### src/rtl/ps2_fifo_sb_ctrl.sv
// PS/2 keyboard controller for the peripheral bus: synchronised frame receiver,
// scan-code FIFO with status flags, and a threshold interrupt.
module ps2_fifo_sb_ctrl #(
  parameter int DEPTH       = 16,
  parameter int TIMEOUT_CYC = 100000,
  parameter int SYNC_STAGES = 2
) (
  input  logic        clk_i,
  input  logic        rst_ni,
  input  logic [31:0] addr_i,
  input  logic        req_i,
  input  logic        write_enable_i,
  input  logic [31:0] write_data_i,
  output logic [31:0] read_data_o,
  output logic        interrupt_request_o,
  input  logic        interrupt_return_i,
  input  logic        kclk_i,
  input  logic        kdata_i
);

  localparam int PTR_W = $clog2(DEPTH);
  localparam int CNT_W = PTR_W + 1;
  localparam int TO_W  = $clog2(TIMEOUT_CYC + 1);

  localparam logic [31:0] ADDR_DATA = 32'h0000_0000;
  localparam logic [31:0] ADDR_STAT = 32'h0000_0004;
  localparam logic [31:0] ADDR_CTRL = 32'h0000_0008;
  localparam logic [31:0] ADDR_RST  = 32'h0000_0024;

  typedef enum logic [1:0] {RX_IDLE, RX_DATA, RX_PARITY, RX_STOP} rx_state_t;

  // Synchronisers: reset to the idle-high line level so no edge is seen on release
  logic [SYNC_STAGES-1:0] kclk_sync;
  logic [SYNC_STAGES-1:0] kdata_sync;
  logic                   kclk_prev;
  logic                   fall;
  logic                   kbit;

  always_ff @(posedge clk_i or negedge rst_ni) begin
    if (!rst_ni) begin
      kclk_sync  <= '1;
      kdata_sync <= '1;
      kclk_prev  <= 1'b1;
    end else begin
      kclk_sync  <= {kclk_sync[SYNC_STAGES-2:0], kclk_i};
      kdata_sync <= {kdata_sync[SYNC_STAGES-2:0], kdata_i};
      kclk_prev  <= kclk_sync[SYNC_STAGES-1];
    end
  end

  assign fall = kclk_prev & ~kclk_sync[SYNC_STAGES-1];
  assign kbit = kdata_sync[SYNC_STAGES-1];

  // Frame receiver
  rx_state_t       rx_state;
  logic [2:0]      bit_cnt;
  logic [7:0]      shift;
  logic            parity_ok;
  logic [TO_W-1:0] to_cnt;
  logic            timeout;
  logic            stop_sample;
  logic            rx_push;
  logic            par_set;
  logic            frm_set;

  assign timeout = (rx_state != RX_IDLE) && !fall && (to_cnt == TO_W'(TIMEOUT_CYC - 1));

  always_ff @(posedge clk_i or negedge rst_ni) begin
    if (!rst_ni) begin
      rx_state  <= RX_IDLE;
      bit_cnt   <= '0;
      shift     <= '0;
      parity_ok <= 1'b0;
      to_cnt    <= '0;
    end else begin
      if (rx_state == RX_IDLE || fall) to_cnt <= '0;
      else                             to_cnt <= to_cnt + 1'b1;

      if (timeout) begin
        rx_state <= RX_IDLE;
      end else if (fall) begin
        case (rx_state)
          RX_IDLE: begin
            if (!kbit) begin
              rx_state <= RX_DATA;
              bit_cnt  <= '0;
            end
          end
          RX_DATA: begin
            shift   <= {kbit, shift[7:1]};
            bit_cnt <= bit_cnt + 1'b1;
            if (bit_cnt == 3'd7) rx_state <= RX_PARITY;
          end
          RX_PARITY: begin
            parity_ok <= ^{shift, kbit};
            rx_state  <= RX_STOP;
          end
          RX_STOP: rx_state <= RX_IDLE;
          default: rx_state <= RX_IDLE;
        endcase
      end
    end
  end

  assign stop_sample = (rx_state == RX_STOP) && fall;
  assign rx_push     = stop_sample && parity_ok && kbit;
  assign par_set     = stop_sample && !parity_ok;
  assign frm_set     = (stop_sample && !kbit) || timeout;

  // Bus decode and FIFO control
  logic [7:0]       mem [DEPTH];
  logic [PTR_W-1:0] rd_ptr;
  logic [PTR_W-1:0] wr_ptr;
  logic [CNT_W-1:0] count;
  logic             ovf;
  logic             par_err;
  logic             frm_err;
  logic             irq_en;
  logic [7:0]       thr;
  logic             pending;

  logic             read_req;
  logic             write_req;
  logic             empty;
  logic             full;
  logic             pop;
  logic             flush;
  logic             push_ok;
  logic             ovf_set;
  logic [2:0]       w1c;
  logic [7:0]       thr_eff;
  logic             cond;
  logic [31:0]      rd_mux;
  logic             unused_bits;

  assign read_req  = req_i & ~write_enable_i;
  assign write_req = req_i & write_enable_i;
  assign empty     = (count == '0);
  assign full      = (count == CNT_W'(DEPTH));
  assign pop       = read_req && (addr_i == ADDR_DATA) && !empty;
  assign flush     = write_req && (addr_i == ADDR_RST) && write_data_i[0];
  // A pop in the same cycle frees a slot, so a push into a full FIFO still lands
  assign push_ok   = rx_push && !flush && (!full || pop);
  assign ovf_set   = rx_push && !flush && full && !pop;
  assign w1c       = (write_req && (addr_i == ADDR_STAT)) ? write_data_i[4:2] : 3'b000;
  assign thr_eff   = (thr == 8'd0) ? 8'd1 : thr;
  assign cond      = irq_en && (8'(count) >= thr_eff);
  assign unused_bits = ^{write_data_i[31:16], write_data_i[7:5], write_data_i[1]};

  always_comb begin
    rd_mux = '0;
    case (addr_i)
      ADDR_DATA: if (!empty) rd_mux = {1'b1, 23'b0, mem[rd_ptr]};
      ADDR_STAT: rd_mux = {16'b0, 8'(count), 3'b0, frm_err, par_err, ovf, full, !empty};
      ADDR_CTRL: rd_mux = {16'b0, thr, 7'b0, irq_en};
      default:   rd_mux = '0;
    endcase
  end

  always_ff @(posedge clk_i) begin
    if (push_ok) mem[wr_ptr] <= shift;
  end

  always_ff @(posedge clk_i or negedge rst_ni) begin
    if (!rst_ni) begin
      rd_ptr      <= '0;
      wr_ptr      <= '0;
      count       <= '0;
      ovf         <= 1'b0;
      par_err     <= 1'b0;
      frm_err     <= 1'b0;
      irq_en      <= 1'b1;
      thr         <= 8'd1;
      pending     <= 1'b0;
      read_data_o <= '0;
    end else begin
      if (read_req) read_data_o <= rd_mux;

      if (write_req && addr_i == ADDR_CTRL) begin
        irq_en <= write_data_i[0];
        thr    <= write_data_i[15:8];
      end

      if (flush) begin
        rd_ptr <= '0;
        wr_ptr <= '0;
        count  <= '0;
      end else begin
        if (pop)     rd_ptr <= rd_ptr + 1'b1;
        if (push_ok) wr_ptr <= wr_ptr + 1'b1;
        count <= count + CNT_W'(push_ok) - CNT_W'(pop);
      end

      // Hardware set beats a same-cycle software clear
      ovf     <= ((flush ? 1'b0 : ovf & ~w1c[0])) | ovf_set;
      par_err <= ((flush ? 1'b0 : par_err & ~w1c[1])) | par_set;
      frm_err <= ((flush ? 1'b0 : frm_err & ~w1c[2])) | frm_set;

      pending <= cond && !interrupt_return_i && !flush;
    end
  end

  assign interrupt_request_o = pending;

endmodule
### config.mk
export PLATFORM = sky130hd
export DESIGN_NAME = ps2_fifo_sb_ctrl
export DESIGN_NICKNAME = d
export VERILOG_FILES = /design/src/rtl/ps2_fifo_sb_ctrl.sv
export SDC_FILE = /design/constraint.sdc
export NUM_CORES = 1
export LEC_CHECK = 0
export CORE_ASPECT_RATIO = 1.5
export CORE_MARGIN = 5
export CORE_UTILIZATION = 45
export CTS_BUF_LIST = sky130_fd_sc_hd__clkbuf_16
export DETAILED_ROUTE_END_ITERATION = 6
export GPL_ROUTABILITY_DRIVEN = 1
export PLACE_DENSITY_LB_ADDON = 0.05
export RECOVER_POWER = 100
export SYNTH_ARGS = -nofsm -noshare
export SYNTH_HDL_FRONTEND = slang
export SYNTH_SLANG_ARGS = --single-unit
### constraint.sdc
create_clock -name clk_i -period 11.2 [get_ports clk_i]
set_clock_uncertainty 0.2 [all_clocks]
set_input_delay 2.8 -clock clk_i [delete_from_list [all_inputs] [get_ports clk_i]]
set_output_delay 2.8 -clock clk_i [all_outputs]
set_load 0.02 [all_outputs]
* Yosys cells after proc, flatten, opt, wreduce, memory -nomap -nowiden
Memories as Yosys holds them, arrays and structs flattened. Index checks and enable logic that the tools add are counted.
Cells by class: equal/unequal tests 12, $lt $le $gt $ge 1, bitwise gates (word level) 15, reductions and logical operators 45, muxes and demuxes 22, add/sub/neg operators 6
Operators with widths (count):
- $pmux 32 s3 | 1
- $eq 32x3->1 const B | 1
- $eq 32x4->1 const B | 1
- $eq 32x6->1 const B | 1
- $logic_not 32->1 | 1
- $mux 32 | 1
- $logic_and 1x1->1 | 20
- $add 17x1->17 const B | 1
- $eq 17x17->1 const B | 1
- $mux 17 | 1
- $mux 4 | 4
- $reduce_bool 2->1 | 5
- $reduce_and 3->1 | 3
- $reduce_xor 9->1 | 1
- $add 4x1->4 const B | 2
- $ge 5x8->1 | 1
- $logic_not 1->1 | 8
- $logic_not 8->1 | 1
- $mux 2 | 4
- $mux 8 | 1
- $pmux 2 s4 | 1
- $and 1x1->1 | 6
- $mux 3 | 2
- $ne 3x3->1 const B | 2
- 17 further kinds | 31
Storage, ports and cells: memories 1, input bits 71, bits in registers 94, output and inout port bits 33, logic and storage cells 120, bits in writable memories 128
Memories:
- mem | words 16, bits a word 8, read ports 1, clocked after Yosys merged registers in 0, write ports 1, RTL line 111 | logic [7:0] mem [DEPTH];

* Longest topological paths before layout
depth after elaboration 10, depth in mapped cells 16, gate-level depth less buffers 15

* Least setup slack after synthesis
OpenSTA, ideal clock, no wires.
path type input to register, from input addr_i[1], to register count[4], arrival 5533 ps, data required time 10873 ps, library setup time 127 ps, setup slack 5340 ps, stages on the path 15, path buffers 1, path through or4_1 > nor4_1 > nand3_1 > a21oi_2 > buf_2 > ha_1 > inv_1 > ha_1 > inv_1 > fa_1 > inv_1 > a21oi_1 > nor2_1 > or3_1 > a21oi_1
On the way: longest elaborated chain between the ends 9, elaborated cells between the ends (all ways) 13, classes of those cells 2 x add/sub; 1 x eq/ne; 1 x mux; 9 x reduce/logical
RTL lines:
- start, declared | RTL line 10 | input logic [31:0] addr_i,
- $eq 32x6->1 | RTL line 141 | assign flush = write_req && (addr_i == ADDR_RST) && write_data_i[0];
- $logic_and 1x1->1 (2 in a row) | RTL line 141
- $logic_not 1->1 | RTL line 143 | assign push_ok = rx_push && !flush && (!full || pop);
- $logic_and 1x1->1 (2 in a row) | RTL line 143
- $add 5x1->5 | RTL line 191 | count <= count + CNT_W'(push_ok) - CNT_W'(pop);
- $sub 5x1->5 | RTL line 191
- $mux 5 (*) | RTL line 184 | if (flush) begin
- end signal, assigned | RTL line 191
- end, declared | RTL line 114 | logic [CNT_W-1:0] count;
Mark *: on every way between the ends. The rest lies on a longest branch, timed or not. A chain may end at the register's enable or synchronous reset.

* Worst setup path after layout
Same ends and word-level chain as after synthesis.

==> flow_summary_export.csv <==
group,metric,value,unit
run_status,status,"finished with violations",
run_status,failed_checks,"max-capacitance violations, max-slew violations",
clock_tree,ctsHoldBuffers,0,
global_route,grt_max_degree,75,
final_layout,drive_gt1_share,12.00,%
floorplanning,initial_core_util,45.63,%
placed_design,place_worst_setup_slack,3.853,ns
sta,slew-limit-headroom,-168.0,%
clock_tree,clockBufferDepth,3,
sta,setup_ws,3.921,ns
global_route,grt_first_pass_wirelength,32170,microns
floorplanning,fp.dieH,186.2,microns
power_and_ir_drop,power.density,174.0,nW/um^2
drt,via_count,5513,
synthesis,synth_ff_type,"edfxtp_1",
sta,setup_viol,0,
global_route,antenna_found_initial,0,
worst_setup_path,required,11.36,ns
clock_tree,cts_resized,0,
drt,drc,0,
synthesis,synthCells,666,
floorplanning,rows,64,
sta,drv_slew,85,
synthesis,syn_avg_cell_area,13.99,sq um
sta,fin_crit_sh,64.99,%
final_layout,antennaDiodeCount,0,
worst_setup_path,crit_path_end_kind,"register",
clock_tree,cts_sinks,207,
placed_design,gp_congestion,0.7910,
clock_tree,cts_tree,"built",
final_layout,fin_cells,1014,
clock_tree,cts-htree-levels,1,
synthesis,synth_enable_flop_cells,128,
floorplanning,die_w,127.5,microns
worst_setup_path,start_kind,"primary input",
sta,tightest_slew,4.021,ns
placed_design,hpwl,13530,microns
sta,fmax,137.4,MHz
synthesis,netlist-cell-type-count,61,
worst_setup_path,cpMaxStageDelayCell,"a21oi_1",
clock_tree,clkLatencyLatePin,0.49,ns
clock_tree,cts_buffers,22,
drt,drt_wl_total,19800,microns
global_route,grtUsageTotal,17.06,%
final_layout,layout.nets,830,
floorplanning,num_io_pins,104,
sta,period_needed,7.279,ns
synthesis,seq_area_frac_synth,62.56,%
drt,final_antenna_net_count,0,
placed_design,dp_cells,975,
synthesis,yosys.area.top_type,"edfxtp_1",
sta,hold_viol,0,
synthesis,async_flop_share,38.16,%
clock_tree,cts_setup_buffers,0,
clock_tree,root_buffer,"clkbuf_16",
final_layout,fin_util,53.06,%
drt,wl_per_cell,19.53,microns
sta,setup-tns-final,0,ns
drt,drtPass1Iterations,5,
worst_setup_path,critPathKind,"primary input to register",
worst_setup_path,cp_max_fo,17,
clock_tree,path_clk_slew,0.06,ns
power_and_ir_drop,total_power,1.885,mW
synthesis,ys_ff_latch,207,
synthesis,synth_area,9318,sq um
synthesis,yosys.area.top_type_share,41.25,%
drt,drtIter0Drc,326,
drt,vias_per_cell,5.437,
floorplanning,core-area,20420,sq um
placed_design,io_buffers,68,
worst_setup_path,crit_arrival,7.44,ns
floorplanning,dieArea,23740,sq um
final_layout,areaGrowthSynthToFinish,16.27,%
global_route,grt_pass1_vias,5859,
synthesis,synthTopCellsByArea,"edfxtp_1 (41%), dfrtp_1 (19%), mux4_2 (7.7%)",
worst_hold_path,hold_class,"register to register",
worst_setup_path,r2r_slack,6.62,ns
power_and_ir_drop,leakagePower,4.073,nW
sta,rsz0062_at_grt,"no",
worst_setup_path,cpPeakStageDelay,1.10,ns
synthesis,yosys_warnings,0,
flow_run,cap_violations,2,
power_and_ir_drop,vdd_ir_drop_max,107.6,uV
global_route,grt-ovfl-total,0,
final_layout,fillers,1753,
worst_setup_path,cp_cell_sequence,"dlygate4sd3_1 -> or4_1 -> nor4_1 -> nand3_1 -> a21oi_1 -> ha_1 -> inv_1 -> ha_1 -> inv_1 -> fa_1 -> inv_1 -> a21oi_1 -> nor2_1 -> or3_1 -> a21oi_1",
[flip-flops by register name, summed over array words and instances (netlist names), 2 cells and up]
| register | flops |
|---|---|
| to_cnt | 17 |
| thr | 8 |
| mem | 128 |
| kclk_sync | 2 |
| kdata_sync | 2 |
| shift | 8 |
| rx_state | 2 |
| count | 5 |
| rd_ptr | 4 |
| bit_cnt | 3 |
| read_data_o | 17 |
| wr_ptr | 4 |
[critical path, delay by kind of cell]
family	cells	cell delay [ns]
AND/OR/NAND/NOR	5	1.72
buffers and inverters	4	0.75
AO/OA/AOI/OAI	3	1.21
adder cells (fa/ha/maj)	3	0.95
[layout make-up]
type	instances	area [sq um]	area share, %
clock buffers	23	575.6	5.312
well taps	264	330.3	3.049
clock inverters	16	106.4	0.9816
inverters	19	71.32	0.6583
multi-input cells	411	3208	29.61
repair buffers	74	711.9	6.571
flip-flops and latches	207	5831	53.82
[power by group]
part           switching (mW)  leakage [nW]  internal (mW)
clock network           0.286         0.344          0.395
registers              0.0846          2.22          0.897
logic                   0.119          1.50          0.104
total                   0.489          4.07           1.40
[logic make-up (layout without fill, tap and decap cells)]
family                     after synthesis  in the layout  synth area share, %
AOI/OAI and AO/OA                       76             76                5.721
xor gates and xnor gates                26             26                2.444
adders and majority gates               24             24                3.303
buffers and inverters                   62            132                3.209
DFF                                    207            207                62.56
muxes                                   53             53                10.12
other                                    1             15              0.04025
and+or+nand+nor                        217            217                12.60
[final timing paths]
path,startpoint,to,depth (start not counted)
setup / recovery,addr_i[1],count[4],15
hold / removal,kdata_sync[0],kdata_sync[1],0
setup reg to reg,rx_state[0],count[4],15
hold reg to reg,kdata_sync[0],kdata_sync[1],0
max in group asynchronous,rst_ni,read_data_o[31],2
min in group asynchronous,rst_ni,read_data_o[2],1
[stage by stage]
step / cell area [sq um] / hold slack, ns
after floorplan: 9370 / 0.1452
after global placement: 10200 / 0.1481
after detailed placement: 10200 / 0.1476
after CTS: 10880 / 0.1594
after global routing: 10830 / 0.1635
final: 10830 / 0.1582
[cell usage in the layout, fill, tap and decap left out, types with 7 or more instances in the layout]
cell type,count
edfxtp_1,128
a21oi_1,18
nor2_1,50
nor2b_1,12
a211oi_1,7
or4_1,9
xnor2_1,13
mux2i_1,11
conb_1,15
clkbuf_16,23
dfrtp_1,71
xor2_1,13
nand3_1,14
nor4_1,9
o21ai_0,10
ha_1,23
mux4_2,32
mux2_2,10
inv_1,23
nand2_1,75
dlygate4sd3_1,22
clkdlybuf4s50_1,45
a22o_1,10
[cells in the mapped netlist (2+ instances only)]
cell type  number
a211oi_1        7
a21o_1          5
a21oi_1        17
a22o_1         10
a22oi_1         6
a32o_1          2
and2_1          3
and3_1          2
and4_1          3
buf_1           4
buf_2           8
buf_4          15
clkbuf_1       16
dfrtp_1        72
dfstp_2         7
edfxtp_1      128
ha_1           23
inv_1          19
mux2_2         10
mux2i_1        11
mux4_2         32
nand2_1        75
nand2b_1        6
nand3_1        14
nand3b_1        6
nand4_1         5
nand4b_1        2
nor2_1         49
nor2b_1        12
nor3_1          6
nor3b_1         2
nor4_1          6
nor4_2          3
nor4_4          5
o2111ai_1       2
o211ai_1        2
o21a_1          2
o21ai_0        10
o31ai_1         3
or2_2           2
or3_1           2
or4_1           9
xnor2_1        13
xor2_1         13
[per-layer routing]
layer  track usage, %  part of all wire, %  vias up
li1                 -                    -     2590
met1            20.95                   40     2790
met2            31.13                   53      109
met3            2.829                  4.7       24
met4            4.680                  2.0        0
met5                0                    0        -
No activity file was read; power rests on OpenSTA's default activity.
